$ cat config.mk
export PLATFORM = sky130hd
export DESIGN_NAME = gnr_attractor_ctrl
export DESIGN_NICKNAME = d
export VERILOG_FILES = /design/src/rtl/gnr_attractor_ctrl.sv
export SDC_FILE = /design/constraint.sdc
export NUM_CORES = 1
export LEC_CHECK = 0
export ABC_CLOCK_PERIOD_IN_PS = 5300
export CORE_MARGIN = 2
export CORE_UTILIZATION = 59
export CTS_CLUSTER_SIZE = 12
export DETAILED_ROUTE_END_ITERATION = 8
export PLACE_DENSITY_LB_ADDON = 0.15
export SETUP_SLACK_MARGIN = 0.5
export SYNTH_ARGS = -nofsm -noshare
export SYNTH_HDL_FRONTEND = slang
export SYNTH_SLANG_ARGS = --single-unit
$ cat constraint.sdc
create_clock -name clk -period 5.3 [get_ports clk]
set_clock_uncertainty 0.15 [all_clocks]
set_input_delay 1.06 -clock clk [delete_from_list [all_inputs] [get_ports clk]]
set_output_delay 1.06 -clock clk [all_outputs]
set_load 0.01 [all_outputs]
$ cat src/rtl/gnr_attractor_ctrl.sv
// Floyd cycle-detection sequencer for a GRN node array: drives the shared node control bus
// and reads s0/s1 back to report the attractor period (lambda) and transient length (mu).
module gnr_attractor_ctrl #(
   parameter int NUM_NODES = 8,
   parameter int CNT_WIDTH = 16,
   parameter int MAX_STEPS = 4096
) (
   input  logic                 clk,
   input  logic                 rst_n,
   input  logic                 start,
   input  logic [NUM_NODES-1:0] init_value,
   output logic                 reset_nos,
   output logic [NUM_NODES-1:0] init_state,
   output logic                 start_s0,
   output logic                 start_s1,
   input  logic [NUM_NODES-1:0] s0_vec,
   input  logic [NUM_NODES-1:0] s1_vec,
   output logic                 busy,
   output logic                 done,
   output logic                 timeout,
   output logic [CNT_WIDTH-1:0] period,
   output logic [CNT_WIDTH-1:0] transient
);

   localparam logic [CNT_WIDTH-1:0] MAX_CNT = CNT_WIDTH'(MAX_STEPS);
   localparam logic [CNT_WIDTH-1:0] ONE     = CNT_WIDTH'(1);
   localparam logic [CNT_WIDTH-1:0] TWO     = CNT_WIDTH'(2);

   typedef enum logic [3:0] {
      S_IDLE, S_INIT, S_MEET_P, S_MEET_W, S_LAM_P, S_LAM_W, S_RST2,
      S_ADV_P, S_ADV_W, S_MU_W, S_MU_A, S_MU_B, S_DONE
   } state_t;

   state_t                 state_q, state_d;
   logic [CNT_WIDTH-1:0]   step_cnt_q, step_cnt_d;
   logic [CNT_WIDTH-1:0]   adv_cnt_q, adv_cnt_d;
   logic [CNT_WIDTH-1:0]   mu_cnt_q, mu_cnt_d;
   logic [NUM_NODES-1:0]   meet_q, meet_d;
   logic [NUM_NODES-1:0]   init_state_q, init_state_d;
   logic [CNT_WIDTH-1:0]   period_q, period_d;
   logic [CNT_WIDTH-1:0]   transient_q, transient_d;
   logic                   timeout_q, timeout_d;
   logic                   reset_nos_q, reset_nos_d;
   logic                   start_s0_q, start_s0_d;
   logic                   start_s1_q, start_s1_d;
   logic                   busy_q, busy_d;
   logic                   done_q, done_d;

   always_comb begin
      state_d      = state_q;
      step_cnt_d   = step_cnt_q;
      adv_cnt_d    = adv_cnt_q;
      mu_cnt_d     = mu_cnt_q;
      meet_d       = meet_q;
      init_state_d = init_state_q;
      period_d     = period_q;
      transient_d  = transient_q;
      timeout_d    = timeout_q;

      case (state_q)
         S_IDLE: begin
            if (start) begin
               init_state_d = init_value;
               period_d     = '0;
               transient_d  = '0;
               timeout_d    = 1'b0;
               state_d      = S_INIT;
            end
         end
         S_INIT: begin
            step_cnt_d = '0;
            state_d    = S_MEET_P;
         end
         S_MEET_P: begin
            step_cnt_d = step_cnt_q + ONE;
            state_d    = S_MEET_W;
         end
         // Odd pulse counts leave s0 one half-step behind, so only even counts are real x_k vs x_2k compares.
         S_MEET_W: begin
            if (!step_cnt_q[0] && (step_cnt_q >= TWO) && (s0_vec == s1_vec)) begin
               meet_d     = s1_vec;
               step_cnt_d = '0;
               state_d    = S_LAM_P;
            end else if (step_cnt_q >= MAX_CNT) begin
               timeout_d   = 1'b1;
               period_d    = '0;
               transient_d = '0;
               state_d     = S_DONE;
            end else begin
               state_d = S_MEET_P;
            end
         end
         S_LAM_P: begin
            step_cnt_d = step_cnt_q + ONE;
            state_d    = S_LAM_W;
         end
         S_LAM_W: begin
            if (s1_vec == meet_q) begin
               period_d = step_cnt_q;
               state_d  = S_RST2;
            end else if (step_cnt_q >= MAX_CNT) begin
               timeout_d   = 1'b1;
               period_d    = '0;
               transient_d = '0;
               state_d     = S_DONE;
            end else begin
               state_d = S_LAM_P;
            end
         end
         S_RST2: begin
            adv_cnt_d = '0;
            state_d   = S_ADV_P;
         end
         S_ADV_P: begin
            adv_cnt_d = adv_cnt_q + ONE;
            state_d   = S_ADV_W;
         end
         S_ADV_W: begin
            if (adv_cnt_q == period_q) begin
               mu_cnt_d = '0;
               state_d  = S_MU_W;
            end else begin
               state_d = S_ADV_P;
            end
         end
         // Hare now leads the tortoise by lambda; they first agree at index mu.
         S_MU_W: begin
            if (s0_vec == s1_vec) begin
               transient_d = mu_cnt_q;
               state_d     = S_DONE;
            end else if (mu_cnt_q >= MAX_CNT) begin
               timeout_d   = 1'b1;
               period_d    = '0;
               transient_d = '0;
               state_d     = S_DONE;
            end else begin
               state_d = S_MU_A;
            end
         end
         S_MU_A: state_d = S_MU_B;
         S_MU_B: begin
            mu_cnt_d = mu_cnt_q + ONE;
            state_d  = S_MU_W;
         end
         S_DONE:  state_d = S_IDLE;
         default: state_d = S_IDLE;
      endcase

      // Outputs are decoded from the next state so the registered pulse lines up with the state.
      reset_nos_d = (state_d == S_INIT) || (state_d == S_RST2);
      start_s0_d  = (state_d == S_MEET_P) || (state_d == S_MU_A) || (state_d == S_MU_B);
      start_s1_d  = (state_d == S_MEET_P) || (state_d == S_LAM_P) ||
                    (state_d == S_ADV_P)  || (state_d == S_MU_A);
      busy_d      = (state_d != S_IDLE) && (state_d != S_DONE);
      done_d      = (state_d == S_DONE);
   end

   always_ff @(posedge clk or negedge rst_n) begin
      if (!rst_n) begin
         state_q      <= S_IDLE;
         step_cnt_q   <= '0;
         adv_cnt_q    <= '0;
         mu_cnt_q     <= '0;
         meet_q       <= '0;
         init_state_q <= '0;
         period_q     <= '0;
         transient_q  <= '0;
         timeout_q    <= 1'b0;
         reset_nos_q  <= 1'b0;
         start_s0_q   <= 1'b0;
         start_s1_q   <= 1'b0;
         busy_q       <= 1'b0;
         done_q       <= 1'b0;
      end else begin
         state_q      <= state_d;
         step_cnt_q   <= step_cnt_d;
         adv_cnt_q    <= adv_cnt_d;
         mu_cnt_q     <= mu_cnt_d;
         meet_q       <= meet_d;
         init_state_q <= init_state_d;
         period_q     <= period_d;
         transient_q  <= transient_d;
         timeout_q    <= timeout_d;
         reset_nos_q  <= reset_nos_d;
         start_s0_q   <= start_s0_d;
         start_s1_q   <= start_s1_d;
         busy_q       <= busy_d;
         done_q       <= done_d;
      end
   end

   assign reset_nos  = reset_nos_q;
   assign init_state = init_state_q;
   assign start_s0   = start_s0_q;
   assign start_s1   = start_s1_q;
   assign busy       = busy_q;
   assign done       = done_q;
   assign timeout    = timeout_q;
   assign period     = period_q;
   assign transient  = transient_q;

endmodule
==> results of run 1 <==
-- worst max path at each step --
stage / from / end / slack [ps] / cells after the start
2_1_floorplan: s1_vec[5] / busy$_DFF_PN0_ / 2320 / 7
3_3_place_gp: s1_vec[5] / step_cnt_q[7]$_DFFE_PN0P_ / 1590 / 8
3_5_place_dp: s1_vec[5] / step_cnt_q[3]$_DFFE_PN0P_ / 1390 / 8
4_1_cts: s1_vec[5] / step_cnt_q[3]$_DFFE_PN0P_ / 1770 / 8
5_1_grt: s1_vec[5] / step_cnt_q[2]$_DFFE_PN0P_ / 1590 / 8
6_report: s1_vec[5] / step_cnt_q[3]$_DFFE_PN0P_ / 1740 / 8
-- final cells by class --
cell class	count	share of cell area (%)
clock buffer	9	1.99
multi-input combinational	388	39.9
tap	108	2.17
inverter	9	0.543
clock inverter	7	0.905
timing repair buffer	75	11.9
sequential	106	42.6
-- power by group through the flow --
stage	Clock (uW)	Sequential (uW)	Combinational, uW
3_3_place_gp	0	949	511
5_1_grt	518	950	596
4_1_cts	487	936	535
2_1_floorplan	0	920	423
3_5_place_dp	0	951	531
6_report	475	939	537
-- layer usage --
| metal | vias to the layer above | track usage [%] |
|---|---|---|
| met5 | - | 0 |
| met4 | 0 | 7.59 |
| met3 | 20 | 5.44 |
| met2 | 158 | 42.2 |
| met1 | 2130 | 35.8 |
| li1 | 2026 | - |
-- sequential cells by signal (all words and copies together) (netlist names), 4 cells and up --
register	count
adv_cnt_q	16
init_state	8
meet_q	8
mu_cnt_q	16
period	16
state_q	4
step_cnt_q	16
transient	16
-- cell usage after synthesis, types with 6 or more instances --
| cell | instances |
|---|---|
| o21ai_0 | 64 |
| nand3_1 | 25 |
| nor2_1 | 47 |
| a21oi_1 | 8 |
| dfrtp_1 | 106 |
| nand2_1 | 56 |
| nor3_1 | 7 |
| clkbuf_1 | 13 |
| xnor2_1 | 17 |
| a22o_1 | 34 |
| nand4_1 | 11 |
| mux2_2 | 16 |
| nor4_1 | 6 |
| and3_1 | 16 |
| inv_1 | 9 |
| xor2_1 | 22 |
-- metrics by stage --
step           instance area, um2  setup slack [ps]  util [%]
3_3_place_gp                 6040              1590      69.6
5_1_grt                      6220              1590      71.7
3_5_place_dp                 6040              1390      69.6
4_1_cts                      6220              1770      71.7
2_1_floorplan                5260              2320         -
6_report                     6220              1740      71.7
-- cell families (layout without fill, tap and decap cells) --
family | after synthesis | after routing
AOI/OAI and AO/OA | 133 | 133
xor gates and xnor gates | 39 | 39
adders and majority gates | 5 | 5
buffers and inverters | 29 | 100
DFF | 106 | 106
muxes | 20 | 20
and+or+nand+nor | 191 | 191
==> flow_summary.json, run 1 <==
{
  "wl_met3_um": 699,
  "pwr-share-seq_pct": 48.1,
  "routedWlPerCell_um": 17.1,
  "num-nets-final": 621,
  "hp-start": "transient[5]$_DFFE_PN0P_",
  "run_status": "complete, no violations",
  "p_sw_uw": 714,
  "combPwrFrac_pct": 27.5,
  "p_int_uw": 1240,
  "r2r-end": "step_cnt_q[3]$_DFFE_PN0P_",
  "placedCellCount": 686,
  "p_clk_share_pct": 24.3,
  "drive_above_1_share_pct": 8.25,
  "synth_area_um2": 5260,
  "final_cell_mix": "106 x dfrtp_1, 71 x clkdlybuf4s50_1, 64 x o21ai_0",
  "netSwitchingFraction_pct": 36.6,
  "die_x_um": 98.4,
  "synth_xor_area_share_pct": 6.50,
  "hold_viol_final": 0,
  "dp_hpwl_um": 8430,
  "core_um2": 8680,
  "tightest_slew_ps": 1190,
  "crit_required_ps": 5390,
  "cap_viol_max_count": 0,
  "synthTopCellsByArea": "dfrtp_1 50%, o21ai_0 6.1%, a22o_1 5.7%",
  "cts_hold_buf": 0,
  "crit_chain": "clkdlybuf4s50_1 -> xor2_1 -> nor4_4 -> nand4_2 -> a21oi_1 -> o221ai_1 -> o21ai_0 -> o31ai_1",
  "cp_slowest_cell": "o221ai_1",
  "worst-path-buf-inv": 1,
  "cts_made_buffers": 9,
  "yosys.area_share.adder_pct": 1.19,
  "clock_latency_ps": 370,
  "first_global_vias": 4210,
  "endpoint_kind": "flip-flop",
  "hold_ws_ps": 358,
  "wl_met2_um": 5860,
  "slew_viol_final": 0,
  "synth_top_family_by_area": "simple AND/OR/NAND/NOR gates",
  "cts-root-buf": "clkbuf_8",
  "die_y_um": 98.4,
  "crit_fanout": 16,
  "place_congestion": 0.842,
  "portBuffers": 72,
  "routedLengthMet1_um": 5230,
  "totalWireLength_um": 12000,
  "cp_top_family": "compound AO/OA/AOI/OAI gates",
  "crit_type": "primary input to flip-flop",
  "grt_use_total_pct": 26.0,
  "syn2layout_area_growth_pct": 18.3,
  "r2r_start": "step_cnt_q[0]$_DFFE_PN0P_",
  "path_clk_slew_ps": 110,
  "antenna_left": 0,
  "syn_inst": 523,
  "r2r_cells": 9,
  "die_area_um2": 9680,
  "hold_depth": 1,
  "multi_input_area_um2": 2480,
  "tritoncts": "yes",
  "setup_viol": 0,
  "globalRouteOverflowTotal": 0,
  "drc_errors": 0,
  "ys_seq_area_share_pct": 50.5,
  "period_share_pct": 67.1,
  "synth_seq_cells": 106,
  "ff_latch_area_um2": 2650,
  "hold_class": "flip-flop to flip-flop",
  "cp.arrival_ps": 3650,
  "viasPerCell": 6.17,
  "cts-resized-gates": 0,
  "io_pins": 73,
  "max-vdd-ir-drop_mv": 0.212,
  "fmax_mhz": 281,
  "synth_edf_count": 0,
  "cp-start-kind": "primary input",
  "htreeDepth": 3,
  "p_leak_uw": 0.00274,
  "rsz0062_at_grt": "false",
  "slowest_delay_ps": 550,
  "relSlewSlack_pct": 20.7,
  "p_per_area_nw_per_um2": 313,
  "async_flop_share_pct": 100,
  "placementRows": 34,
  "stdcell_count": 702,
  "fillers": 664,
  "first_pass_iters": 5,
  "synth_nets": 555,
  "synth_top_area_share_pct": 50.5,
  "rrSetupSlack_ps": 2130,
  "final_common_cell": "dfrtp_1",
  "initial_core_util_pct": 60.6,
  "grt_start_max_net_pins": 63,
  "min_period_ps": 3560,
  "p_total_uw": 1950,
  "yosysTopAreaCell": "dfrtp_1",
  "grt_pass1_wl_um": 20400,
  "yosysUniqueCellTypes": 51,
  "setup_tns_ps": 0,
  "cts_setup_buffers": 0,
  "clk_path_buf_depth": 2,
  "yosysWarningCount": 0,
  "syn_area_per_cell_um2": 10.1,
  "maxUsedRoutingLayer": "met4",
  "n_antenna_cell": 0,
  "num_vias": 4334,
  "synth_ff_type": "dfrtp_1",
  "synth-compound-area-share_pct": 16.8,
  "antenna_found_initial": 0,
  "synth_simple_gate_area_share_pct": 18.5,
  "numClockSinks": 106,
  "synth.area.mux_share_pct": 4.19,
  "min_to": "transient[5]$_DFFE_PN0P_",
  "first_iter_violations": 266
}
No activity file was read; power rests on OpenSTA's default activity.
==> run 2, diff against run 1 <==
ABC_CLOCK_PERIOD_IN_PS = 3100   (was 5300)
CORE_UTILIZATION = 50   (was 59)
clock period = 3.1 ns   (was 5.3 ns; I/O delays follow)
==> run 2 against run 1 <==
- register-to-register slack got worse by 1600 ps
- cell area rose by 7.7%
- via count fell by 0.35%
- die area rose by 17%
- critical path type is now flip-flop to flip-flop
- critical endpoint is now busy$_DFF_PN0_
- largest cell class unchanged
- largest power group unchanged
==> flow_summary.json, run 2 (same netlist as run 1, synthesis figures left out) <==
{
  "preCtsSetupSlack_ps": -32.4,
  "totalWireLength_um": 12400,
  "cts-root-buf": "clkbuf_8",
  "first_global_vias": 4216,
  "drc_errors": 0,
  "cap_viol_max_count": 0,
  "initial_core_util_pct": 51.2,
  "period_share_pct": 82.2,
  "routedWlPerCell_um": 16.4,
  "slew_viol_final": 0,
  "clk_path_buf_depth": 2,
  "crit_type": "flip-flop to flip-flop",
  "cp.arrival_ps": 2650,
  "n_antenna_cell": 0,
  "die_x_um": 107,
  "p_sw_uw": 1240,
  "min_period_ps": 2550,
  "post-route-cell-area_um2": 6700,
  "num_vias": 4319,
  "endpoint_kind": "flip-flop",
  "first_iter_violations": 314,
  "die_area_um2": 11400,
  "path_clk_slew_ps": 100,
  "setup_viol": 0,
  "p_leak_uw": 0.00298,
  "netSwitchingFraction_pct": 34.8,
  "post_dp_cell_area_um2": 6260,
  "crit_required_ps": 3200,
  "first_pass_iters": 4,
  "antenna_left": 0,
  "crit_fanout": 16,
  "tightest_slew_ps": 723,
  "cts_made_buffers": 9,
  "core_um2": 10300,
  "grt_start_max_net_pins": 46,
  "p_int_uw": 2320,
  "final_common_cell": "dfrtp_1",
  "p_clk_share_pct": 24.0,
  "drive_above_1_share_pct": 16.8,
  "antenna_found_initial": 0,
  "crit_chain": "nand2b_1 -> nor3_1 -> a31oi_1 -> o311ai_0 -> a311o_2 -> or4b_1",
  "tritoncts": "yes",
  "viasPerCell": 5.68,
  "final_cell_mix": "98 x dfrtp_1, 64 x o21ai_0, 55 x nand2_1, 55 x clkdlybuf4s50_1, 47 x nor2_1",
  "rsz0062_at_grt": "true",
  "num-nets-final": 651,
  "relSlewSlack_pct": 51.6,
  "run_status": "complete, no violations",
  "combPwrFrac_pct": 30.6,
  "numClockSinks": 106,
  "grt_pass1_wl_um": 20600,
  "cp_slowest_cell": "dfrtp_1",
  "pwr-share-seq_pct": 45.4,
  "hold_class": "primary input to asynchronous set/reset pin",
  "p_per_area_nw_per_um2": 530,
  "hold_viol_final": 0,
  "slowest_delay_ps": 660,
  "io_pins": 73,
  "finalWorstSetupSlack_ps": 550,
  "fillers": 851,
  "dp_hpwl_um": 8570,
  "cp-start-kind": "flip-flop",
  "globalRouteOverflowTotal": 0,
  "syn2layout_area_growth_pct": 27.5,
  "setup_tns_ps": 0,
  "cts_hold_buf": 0,
  "grt_use_total_pct": 22.8,
  "place_congestion": 0.970,
  "htreeDepth": 3,
  "max-vdd-ir-drop_mv": 0.361,
  "fmax_mhz": 392,
  "die_y_um": 107,
  "portBuffers": 72,
  "placementRows": 37,
  "final_util_pct": 65.2,
  "clock_latency_ps": 370
}
## run 2: area by class of cell
type	count	area (um2)	share of cell area (%)
inverter	9	36.3	0.541
timing repair buffer	104	993	14.8
sequential	106	2660	39.7
clock buffer	12	145	2.16
multi-input combinational	389	2650	39.5
tap	136	170	2.54
clock inverter	4	51.3	0.765
## run 2: worst paths after layout
kind,startpoint,end,slack [ps],cells past startpoint
max,state_q[1]$_DFF_PN0_,busy$_DFF_PN0_,550,6
min,rst_n,step_cnt_q[4]$_DFFE_PN0P_,30,1
max reg2reg,state_q[1]$_DFF_PN0_,busy$_DFF_PN0_,550,6
min reg2reg,transient[7]$_DFFE_PN0P_,transient[7]$_DFFE_PN0P_,360,1
max in group asynchronous,rst_n,mu_cnt_q[7]$_DFFE_PN0P_,2040,2
min in group clk,transient[7]$_DFFE_PN0P_,transient[7]$_DFFE_PN0P_,360,1
## run 2: timing repair
item                       CTS  global route
setup endpoints to repair   36            45
setup buffers                2             8
gates resized for setup     21            36
cloned                       0             1
pin swaps                    9             9
## run 2: layer usage
layer	GRT usage (%)	part of all wire [%]	vias up	routed length [um]
met2	37.1	49	113	6050
met3	4.97	4.9	20	606
met1	30.3	45	2114	5560
li1	-	-	2072	-
met4	7.70	1.8	0	230
met5	0	0	-	0
## run 2: worst max-delay path, delay by kind of cell (launching register included)
family / cells / cell delay, ps
AO/OA/AOI/OAI: 3 / 750
AND/OR/NAND/NOR: 3 / 860
flip-flops: 1 / 660
## run 2: per-stage QoR
step | hold slack [ps] | std cells | power [uW]
floorplan | 174 | 523 | 2300
global placement | 335 | 733 | 2610
detailed placement | 335 | 733 | 2620
CTS | 33.9 | 751 | 3480
global route | 55.2 | 760 | 3760
finish | 33.8 | 760 | 3560
## run 2: power groups by stage
| stage | logic [uW] | clock network, uW | registers [uW] |
|---|---|---|---|
| floorplan | 722 | 0 | 1570 |
| global placement | 982 | 0 | 1630 |
| detailed placement | 985 | 0 | 1630 |
| CTS | 1010 | 872 | 1600 |
| global route | 1200 | 929 | 1630 |
| finish | 1090 | 852 | 1610 |
==> run 3, diff against run 2 <==
ABC_CLOCK_PERIOD_IN_PS = 2500   (was 3100)
CORE_UTILIZATION = 55   (was 50)
clock period = 2.5 ns   (was 3.1 ns; I/O delays follow)
==> run 3 against run 2 <==
- the run now ends with setup timing left
- combinational power is 73% higher
- sequential power is 21% higher
- clock power is 33% higher
- fmax is 0.98% lower
- cell area is 14% higher
- power is 40% higher
- largest power group unchanged
==> flow_summary.json, run 3 (same netlist as run 1, synthesis figures left out) <==
{
  "run_status": "finished, violations left",
  "violations": "setup timing",
  "io_pins": 73,
  "busiest_layer": "met2",
  "period_share_pct": 103,
  "cts-root-buf": "clkbuf_8",
  "crit_required_ps": 2610,
  "multi_input_area_um2": 3010,
  "hold_ws_ps": 288,
  "first_iter_violations": 238,
  "endpoint_kind": "flip-flop",
  "slew_viol_final": 0,
  "globalRouteOverflowTotal": 0,
  "die_area_um2": 10400,
  "setup_viol": 7,
  "stdcell_count": 827,
  "first_global_vias": 4913,
  "syn2layout_area_growth_pct": 45.3,
  "r2r_cells": 8,
  "post-route-cell-area_um2": 7640,
  "ff_latch_area_um2": 2670,
  "clock_latency_ps": 380,
  "die_x_um": 102,
  "clk_path_buf_depth": 2,
  "p_per_area_nw_per_um2": 650,
  "tightest_slew_ps": 1110,
  "grt_pass1_wl_um": 23700,
  "totalWireLength_um": 15200,
  "n_antenna_cell": 0,
  "grtUsageMet1_pct": 37.0,
  "first_pass_iters": 4,
  "die_y_um": 102,
  "grt_start_max_net_pins": 47,
  "max-vdd-ir-drop_mv": 0.673,
  "met3_usage_pct": 5.94,
  "routedWlPerCell_um": 18.4,
  "rrSetupSlack_ps": -70,
  "post_dp_cell_area_um2": 6590,
  "drive_above_1_share_pct": 35.8,
  "num_vias": 4822,
  "htreeDepth": 3,
  "p_total_uw": 4970,
  "cts_made_buffers": 9,
  "placedCellCount": 763,
  "gr-usage-met2_pct": 50.1,
  "initial_core_util_pct": 56.9,
  "min_period_ps": 2570,
  "grt_use_total_pct": 29.6,
  "p_leak_uw": 0.00348,
  "dp_hpwl_um": 9390,
  "finalWorstSetupSlack_ps": -74.8,
  "fmax_mhz": 388,
  "hold_viol_final": 0,
  "relSlewSlack_pct": 26.3,
  "crit_type": "flip-flop to flip-flop",
  "numClockSinks": 106,
  "cp-start-kind": "flip-flop",
  "hold_depth": 2,
  "core_um2": 9240,
  "antenna_found_initial": 0,
  "portBuffers": 72,
  "r2r-end": "busy$_DFF_PN0_",
  "cp.arrival_ps": 2680,
  "rsz0062_at_grt": "true",
  "antenna_left": 0,
  "r2r_start": "step_cnt_q[12]$_DFFE_PN0P_",
  "fillers": 551,
  "final_common_cell": "dfrtp_1",
  "num-nets-final": 725,
  "path_clk_slew_ps": 110,
  "final_cell_mix": "92 x dfrtp_1, 91 x buf_4, 53 x nand2_1",
  "min_to": "meet_q[1]$_DFFE_PN0P_",
  "drc_errors": 0,
  "viasPerCell": 5.83,
  "preCtsSetupSlack_ps": -566,
  "tritoncts": "yes",
  "cap_viol_max_count": 0,
  "crit_fanout": 5,
  "placementRows": 35,
  "hold_class": "primary input to flip-flop",
  "hp-start": "s1_vec[1]",
  "place_congestion": 0.945
}
-- run 3: how the worst max path moves through the flow --
stage | startpoint | endpoint | slack (ps)
3_3_place_gp | s1_vec[6] | busy$_DFF_PN0_ | -510
6_report | step_cnt_q[12]$_DFFE_PN0P_ | busy$_DFF_PN0_ | -70
5_1_grt | adv_cnt_q[3]$_DFFE_PN0P_ | busy$_DFF_PN0_ | -200
4_1_cts | step_cnt_q[15]$_DFFE_PN0P_ | busy$_DFF_PN0_ | 20
3_5_place_dp | s1_vec[6] | period[1]$_DFFE_PN0P_ | -570
2_1_floorplan | s1_vec[6] | busy$_DFF_PN0_ | 120
-- run 3: routing by layer --
| metal | vias up | wire, um | share of wire, % |
|---|---|---|---|
| met5 | - | 0 | 0 |
| met4 | 0 | 460 | 3.0 |
| met3 | 43 | 727 | 4.8 |
| met2 | 171 | 7850 | 52 |
| met1 | 2385 | 6160 | 41 |
| li1 | 2223 | - | - |
-- run 3: final cells by class --
type	instances	area share, %
clock buffer	10	1.80
timing repair buffer	178	20.2
clock inverter	6	0.967
sequential	106	35.0
multi-input combinational	389	39.4
inverter	9	0.557
tap	129	2.11
-- run 3: power breakdown --
group	internal, uW	switching, uW
combinational	803	1090
sequential	1820	134
clock	503	625
-- run 3: stage by stage --
step / TNS [ps] / utilization (%)
3_3_place_gp: -23820 / 71.3
2_1_floorplan: 0 / -
5_1_grt: -1310 / 82.7
6_report: -99.6 / 82.7
3_5_place_dp: -26720 / 71.3
4_1_cts: 0 / 77.8
-- run 3: what timing repair did --
action / CTS / global route
pin swaps: 16 / 19
hold endpoints to repair: 41 / 0
setup buffers: 24 / 22
resized for setup: 98 / 113
hold buffers: 1 / 0
endpoints found under the setup margin: 95 / 92
cloned: 1 / 0
-- run 3: critical path, cell delays in order (launching register included) --
cell	delay, ps
dfrtp_1	440
nor4_4	360
nand4_1	270
nand4_4	180
a21boi_1	90
a211o_2	340
buf_6	130
nand2_4	50
or4b_1	440
